`src/rtl/mux_cfg_ctrl.sv`:
```
// Byte-command configuration controller for an N-output mux: shadow selector/enable
// registers written by commands, copied to the active outputs on COMMIT, with read-back.
module mux_cfg_ctrl #(
    parameter int unsigned INPUT_COUNT  = 4,
    parameter int unsigned OUTPUT_COUNT = 4,
    parameter int unsigned ARG_TIMEOUT  = 255
) (
    input  logic                      clk,
    input  logic                      rst,
    input  logic [7:0]                cmd_data,
    input  logic                      cmd_valid,
    output logic                      cmd_ready,
    output logic [7:0]                rsp_data,
    output logic                      rsp_valid,
    input  logic                      rsp_ready,
    output logic [4*OUTPUT_COUNT-1:0] selectors,
    output logic [OUTPUT_COUNT-1:0]   enabled_out,
    output logic                      dirty,
    output logic                      err,
    output logic [7:0]                err_count
);
    typedef enum logic [1:0] {IDLE, ARG, RESP} state_t;
    state_t state, state_next;

    logic [4*OUTPUT_COUNT-1:0] shadow_sel;
    logic [OUTPUT_COUNT-1:0]   shadow_en;
    logic [3:0]                arg_idx;
    logic [15:0]               tmo_cnt;
    logic [3:0]                opcode, idx;
    logic                      idx_ok, arg_ok, tmo_hit;
    logic                      reject, wr_sel, en_set, en_clr, do_commit, do_read;
    logic [7:0]                rd_byte;

    assign opcode    = cmd_data[7:4];
    assign idx       = cmd_data[3:0];
    assign idx_ok    = 32'(idx) < OUTPUT_COUNT;
    assign arg_ok    = 32'(idx) < INPUT_COUNT;
    assign tmo_hit   = (32'(tmo_cnt) + 32'd1) >= ARG_TIMEOUT;
    // Gated by rst so a pending response cannot complete a handshake while in reset.
    assign rsp_valid = (state == RESP) && !rst;

    always_ff @(posedge clk) begin
        if (rst) state <= IDLE;
        else     state <= state_next;
    end

    always_comb begin
        state_next = state;
        cmd_ready  = 1'b0;
        reject     = 1'b0;
        wr_sel     = 1'b0;
        en_set     = 1'b0;
        en_clr     = 1'b0;
        do_commit  = 1'b0;
        do_read    = 1'b0;
        case (state)
            IDLE: begin
                cmd_ready = !rst;
                if (cmd_valid && !rst) begin
                    case (opcode)
                        4'h1: if (idx_ok) state_next = ARG; else reject = 1'b1;
                        4'h2: if (idx_ok) en_set = 1'b1; else reject = 1'b1;
                        4'h3: if (idx_ok) en_clr = 1'b1; else reject = 1'b1;
                        4'h4: do_commit = 1'b1;
                        4'h5: begin
                            if (idx_ok) begin
                                do_read    = 1'b1;
                                state_next = RESP;
                            end else begin
                                reject = 1'b1;
                            end
                        end
                        default: reject = 1'b1;
                    endcase
                end
            end
            ARG: begin
                cmd_ready = !rst;
                // An arriving byte wins over a timeout expiring in the same cycle.
                if (cmd_valid && !rst) begin
                    if (arg_ok) wr_sel = 1'b1;
                    else        reject = 1'b1;
                    state_next = IDLE;
                end else if (tmo_hit) begin
                    reject     = 1'b1;
                    state_next = IDLE;
                end
            end
            RESP: begin
                if (rsp_ready) state_next = IDLE;
            end
            default: state_next = IDLE;
        endcase
    end

    always_comb begin
        rd_byte = '0;
        for (int unsigned k = 0; k < OUTPUT_COUNT; k++) begin
            if (32'(idx) == k) rd_byte = {shadow_en[k], 3'b000, shadow_sel[4*k +: 4]};
        end
    end

    always_ff @(posedge clk) begin
        if (rst) begin
            shadow_sel  <= '0;
            shadow_en   <= '0;
            selectors   <= '0;
            enabled_out <= '0;
            dirty       <= 1'b0;
            err         <= 1'b0;
            err_count   <= '0;
            rsp_data    <= '0;
            arg_idx     <= '0;
            tmo_cnt     <= '0;
        end else begin
            err <= reject;
            if (reject && err_count != 8'hFF) err_count <= err_count + 8'd1;
            if (state == ARG && !cmd_valid) tmo_cnt <= tmo_cnt + 16'd1;
            else                            tmo_cnt <= '0;
            if (state == IDLE && state_next == ARG) arg_idx <= idx;
            for (int unsigned k = 0; k < OUTPUT_COUNT; k++) begin
                if (wr_sel && 32'(arg_idx) == k) shadow_sel[4*k +: 4] <= idx;
                if (en_set && 32'(idx) == k)     shadow_en[k] <= 1'b1;
                if (en_clr && 32'(idx) == k)     shadow_en[k] <= 1'b0;
            end
            if (wr_sel || en_set || en_clr) dirty <= 1'b1;
            if (do_commit) begin
                selectors   <= shadow_sel;
                enabled_out <= shadow_en;
                dirty       <= 1'b0;
            end
            if (do_read) rsp_data <= rd_byte;
        end
    end
endmodule

```
`config.mk`:
```
export PLATFORM = sky130hd
export DESIGN_NAME = mux_cfg_ctrl
export DESIGN_NICKNAME = d
export VERILOG_FILES = /design/src/rtl/mux_cfg_ctrl.sv
export SDC_FILE = /design/constraint.sdc
export NUM_CORES = 1
export LEC_CHECK = 0
export CAP_MARGIN = 30
export CORE_ASPECT_RATIO = 1.75
export CORE_MARGIN = 8
export CORE_UTILIZATION = 45
export DETAILED_ROUTE_END_ITERATION = 12
export GPL_TIMING_DRIVEN = 1
export PLACE_DENSITY = 0.72
export SLEW_MARGIN = 10
export SYNTH_ARGS = -nofsm -noshare
export SYNTH_HDL_FRONTEND = slang
export SYNTH_SLANG_ARGS = --single-unit
```
`constraint.sdc`:
```
create_clock -name clk -period 7.7 [get_ports clk]
set_input_delay 2.31 -clock clk [delete_from_list [all_inputs] [get_ports clk]]
set_output_delay 2.31 -clock clk [all_outputs]
set_load 0.02 [all_outputs]
```
## Word-level counts from Yosys, hierarchy flattened

Cells that the tools add are included.

- Eq/ne operators: 15
- Reduce and logical (&&, ||, !) cells: 32
- Magnitude comparators: 2
- Bitwise logic cells: 1
- Muxes and demuxes: 34
- Add/sub/neg operators: 3

Operators with widths:

| kind | count |
|---|---|
| $mux W8 | 4 |
| $eq A4 B2 Y1 const B | 6 |
| $mux W1 | 20 |
| $add A16 B1 Y17 const B | 1 |
| $ge A17 B8 Y1 const B | 1 |
| $logic_and A1 B1 Y1 | 17 |
| $add A16 B1 Y16 const B | 1 |
| $reduce_or A2 Y1 | 7 |
| $eq A4 B1 Y1 const B | 3 |
| $mux W2 | 6 |
| $add A8 B1 Y8 const B | 1 |
| $eq A4 B3 Y1 const B | 2 |
| $logic_not A4 Y1 | 2 |
| $ne A8 B8 Y1 const B | 1 |
| $pmux W2 S3 | 1 |
| $eq A2 B1 Y1 const B | 2 |
| $lt A4 B3 Y1 const B | 1 |
| $pmux W1 S2 | 2 |
| $pmux W2 S2 | 1 |
| $reduce_or A4 Y1 | 1 |
| $eq A2 B2 Y1 const B | 1 |
| $logic_not A1 Y1 | 2 |
| $logic_not A2 Y1 | 1 |
| $logic_or A1 B1 Y1 | 2 |
| $not A1 Y1 | 1 |

- Flip-flop bits (word level): 80
- Output and inout port bits: 40
- Input bits: 12

## Longest topological paths before layout

- Depth in word-level cells: 7
- Depth in mapped cells: 11
- Gate-level depth less buffers: 9

## Least setup slack after synthesis

No wires, ideal clock.

- Path kind: input port to output port
- Start: in rst
- End: out cmd_ready
- Stages: 4
- Arrival time: 3.267 ns
- Path slack: 2.123 ns
- Cell sequence: clkbuf_1 > clkbuf_1 > clkbuf_1 > nor2_1

- Cells in the longest elaborated chain, start to end: 2

RTL lines:

| element | RTL line | RTL |
|---|---|---|
| start: declaration | 9 | `input logic rst,` |
| $logic_not A1 Y1 | 58, 78 |  |
| $mux W1 | n/a |  |
| end: declaration | 12 | `output logic cmd_ready,` |

No other way between the ends.

## Worst setup path after layout

- Start: in rst
- End: out rsp_valid

- Cells in the longest elaborated chain, start to end: 2

RTL lines:

| element | RTL line | RTL |
|---|---|---|
| $logic_not A1 Y1 | 40 | `assign rsp_valid = (state == RESP) && !rst;` |
| $logic_and A1 B1 Y1 | 40 |  |
| end: declaration | 14 | `output logic rsp_valid,` |

No other way between the ends.

==> metrics.md <==
| Metric | Value |
|---|---|
| Outcome | completed |
| First-pass GRT wire length | 12,700 um |
| Sequential fraction of the synthesis area | 0.456 |
| Count of synthesis-stage warnings from yosys | 0 |
| Met3 wire length | 275 um |
| Clock insertion delay at the later pin of the skew report | 330 ps |
| Most used standard cell by instance count after synthesis | sky130_fd_sc_hd__dfxtp_1 |
| DRT Pass-1 Iters | 4 |
| Top cell type by total area after synthesis | sky130_fd_sc_hd__dfxtp_1 |
| Cell area after technology mapping | 3380 um2 |
| Floorplan Core Area | 7410 um2 |
| Postcts setup bufs | 0 |
| Worst Setup Slack post-DPL | 2080 ps |
| Post-route fraction of the period consumed by the critical path | 0.729 |
| Total via count in the routed design | 2,830 |
| Crit path DAT | 3300 ps |
| Final setup vio count | 0 |
| Synthesized area divided by synthesized cell count | 8.63 um2 |
| Required time of the critical path | 5390 ps |
| Distinct cells, synth | 51 |
| CTS root buf | sky130_fd_sc_hd__clkbuf_16 |
| Detail Route Antenna Nets | 0 |
| Post-cts hold buffer count | 0 |
| Total length of routed wires | 7880 um |
| DRC errors left | 0 |
| 1st-iter DRT viols | 154 |
| Area delta synth->final | 21.7% |
| Top cells by instance count after synthesis | 77 x sky130_fd_sc_hd__dfxtp_1, 59 x sky130_fd_sc_hd__nand2_1, 34 x sky130_fd_sc_hd__nor2_1 |
| Pin count of the biggest net entering global routing | 64 |
| CTS tree | built |
| Post_cts resized | 0 |
| Buf/Inv on CP | 2 |
| Clock transition at the registers of the reported paths | 50 ps |
| Leading cell types by total area after synthesis | sky130_fd_sc_hd__dfxtp_1 46%, sky130_fd_sc_hd__nand2_1 6.5%, sky130_fd_sc_hd__a21oi_1 4.7%, sky130_fd_sc_hd__mux2i_1 4.4%, sky130_fd_sc_hd__nor2_1 3.8% |
| Post-route met1 wirelength | 3190 um |
| Period minus WS final | 5610 ps |
| Fraction of synthesized cell area taken by the top area cell type | 0.456 |
| Hold Crit Start | enabled_out[3] |
| Setup Total Neg Slack | 0 ps |
| Number of cells after detailed placement | 503 |
| Clock tree skew after final layout | 6.00 ps |
| Overall die height | 131 um |
| Category of the worst setup path capture point | output pin |
| Share of final-layout standard cells stronger than drive strength 1 | 0.0629 |
| Count of mapped cells out of synthesis | 392 |
| Fin. max-slew vios | 0 |
| Worst setup path class | in2out |
| Most instantiated flip-flop cell in the synthesis netlist | sky130_fd_sc_hd__dfxtp_1 |
| Inserted Diodes | 0 |
| Detail Route met2 WL | 4260 um |
| Die span in x | 81.5 um |
| Count of state elements after synthesis | 77 |
| Antenna violations before repair | 0 |
| Initial core utilization | 0.457 |
| Slew at the pin closest to its max-slew limit | 817 ps |
| Number of global-route vias before repair | 2,704 |
| GR Overflow Total | 0 |
| Max incr delay on CP | 640 ps |
| Largest voltage drop on the vdd net | 0.145 mV |
| Worst r2r src | tmo_cnt[0] |
| GRT Overall Usage | 0.155 |
| Routability congestion estimate | 0.857 |
| Uppermost layer routed | met4 |
| Final cell count without fillers | 517 |
| LEAKAGE | 1.40 nW |
| Full die area | 10,700 um2 |
| Number of flops mapped to enable cells by yosys | 0 |
| Startpoint of the worst setup timing path | rst |
| Maximum clock rate | 178 MHz |
| Half-perimeter wire length of the detailed placement result | 5750 um |
| Routed length per placed instance | 15.2 um |
| Hold Fails Final Rpt | 0 |
| PnR Total Power | 0.806 mW |
| Largest delay contributor family on the critical path | buffers and inverters |
| Headroom to the max-slew limit | 0.454 |
| Port Buf Inserts | 48 |
| H-Tree Depth | 3 |
| Type of the worst min-delay path | reg2reg |
| Number of max-capacitance violations reported | 0 |
| Unrepaired setup endpoints after global routing | false |
| Std-Cell Rows | 42 |
| CP Cell Sequence | buf_2, nor3_1, clkdlybuf4s50_1 |
| Buffer depth of the longest clock path | 2 |
| Nets@finish | 441 |
| Worst-path cell with the longest stage delay | sky130_fd_sc_hd__clkdlybuf4s50_1 |
| Top-Level Pins | 52 |
| Highest net fanout along the worst path | 3 |
| Average via count per standard cell | 5.47 |
| Final setup slack of the worst path | 2090 ps |
| Crit start category | input port |
| WHS | 454 ps |
| CTS buffer count | 9 |
| Clock sinks | 77 |
| Power Dens Cells | 196 nW/um2 |
| Proportion of register bits with asynchronous set or reset after synthesis | 0 |
-- worst min-delay path, stage by stage, from the launching register on --
cell,delay (ps)
sky130_fd_sc_hd__dfxtp_1,310
sky130_fd_sc_hd__nand2_1,50
sky130_fd_sc_hd__a21oi_1,50
-- power by group --
group / total [mW] / internal [mW] / switching, mW
registers: 0.400 / 0.399 / 0.000601
clock network: 0.379 / 0.231 / 0.148
logic: 0.0273 / 0.0101 / 0.0171
-- layer usage --
| layer | vias to the layer above | GRT usage |
|---|---|---|
| li1 | 1429 | - |
| met1 | 1359 | 0.161 |
| met2 | 33 | 0.276 |
| met3 | 9 | 0.0390 |
| met4 | 0 | 0.0730 |
| met5 | - | 0 |
-- sequential cells by signal, indices dropped and copies added (netlist names) --
name         cells
shadow_en        4
shadow_sel      16
enabled_out      4
selectors       16
dirty            1
err_count        8
err              1
state            2
tmo_cnt         16
arg_idx          4
rsp_data         5
-- cell usage in the layout (no fill, tap or decap), types with 3 or more instances in the layout --
master,synthesis,routed
sky130_fd_sc_hd__nand4b_1,3,3
sky130_fd_sc_hd__mux2i_1,15,15
sky130_fd_sc_hd__nand2_1,59,59
sky130_fd_sc_hd__a21oi_1,32,32
sky130_fd_sc_hd__o21ai_0,16,16
sky130_fd_sc_hd__nor2_1,34,34
sky130_fd_sc_hd__xor2_1,8,8
sky130_fd_sc_hd__nor3_1,12,12
sky130_fd_sc_hd__nand3b_1,6,6
sky130_fd_sc_hd__nor3b_1,11,11
sky130_fd_sc_hd__nand3_1,11,11
sky130_fd_sc_hd__a311oi_1,5,5
sky130_fd_sc_hd__inv_1,7,7
sky130_fd_sc_hd__clkbuf_16,0,9
sky130_fd_sc_hd__and3_1,6,6
sky130_fd_sc_hd__conb_1,1,3
sky130_fd_sc_hd__dfxtp_1,77,77
sky130_fd_sc_hd__ha_1,3,3
sky130_fd_sc_hd__nor2b_1,8,8
sky130_fd_sc_hd__a22oi_1,4,4
sky130_fd_sc_hd__clkdlybuf4s50_1,0,47
sky130_fd_sc_hd__xnor2_1,8,8
sky130_fd_sc_hd__or3_1,7,7
-- kinds of logic after synthesis --
| family | Yosys count | synth area share |
|---|---|---|
| flops | 77 | 0.456 |
| mux | 17 | 0.0544 |
| fa+ha+maj | 3 | 0.0111 |
| other cells | 1 | 0.00111 |
| compound gates | 69 | 0.122 |
| buf+inv | 35 | 0.0470 |
| xor+xnor | 16 | 0.0414 |
| simple gates | 174 | 0.267 |
-- final cells by class --
cell class / instances / area [um2]
timing repair buffer: 49 / 483
fill: 683 / 3290
tap: 88 / 110
clock buffer: 12 / 256
multi-input combinational: 282 / 1690
inverter: 7 / 26.3
clock inverter: 2 / 10.0
sequential: 77 / 1540
-- path summary, 6_finish.rpt --
| check | to | slack [ps] | cells past startpoint |
|---|---|---|---|
| worst min register to register | enabled_out[3] | 450 | 2 |
| worst max register to register | err_count[7] | 4690 | 9 |
| worst max-delay path | rsp_valid | 2090 | 3 |
| worst min-delay path | enabled_out[3] | 450 | 2 |
-- per-stage QoR --
| stage | cell area, um2 | utilization |
|---|---|---|
| 6_report | 4120 | 0.556 |
| 5_1_grt | 4120 | 0.556 |
| 4_1_cts | 4120 | 0.556 |
| 3_5_place_dp | 3850 | 0.520 |
| 3_3_place_gp | 3850 | 0.520 |
| 2_1_floorplan | 3390 | - |
No activity file was read; power rests on OpenSTA's default activity.
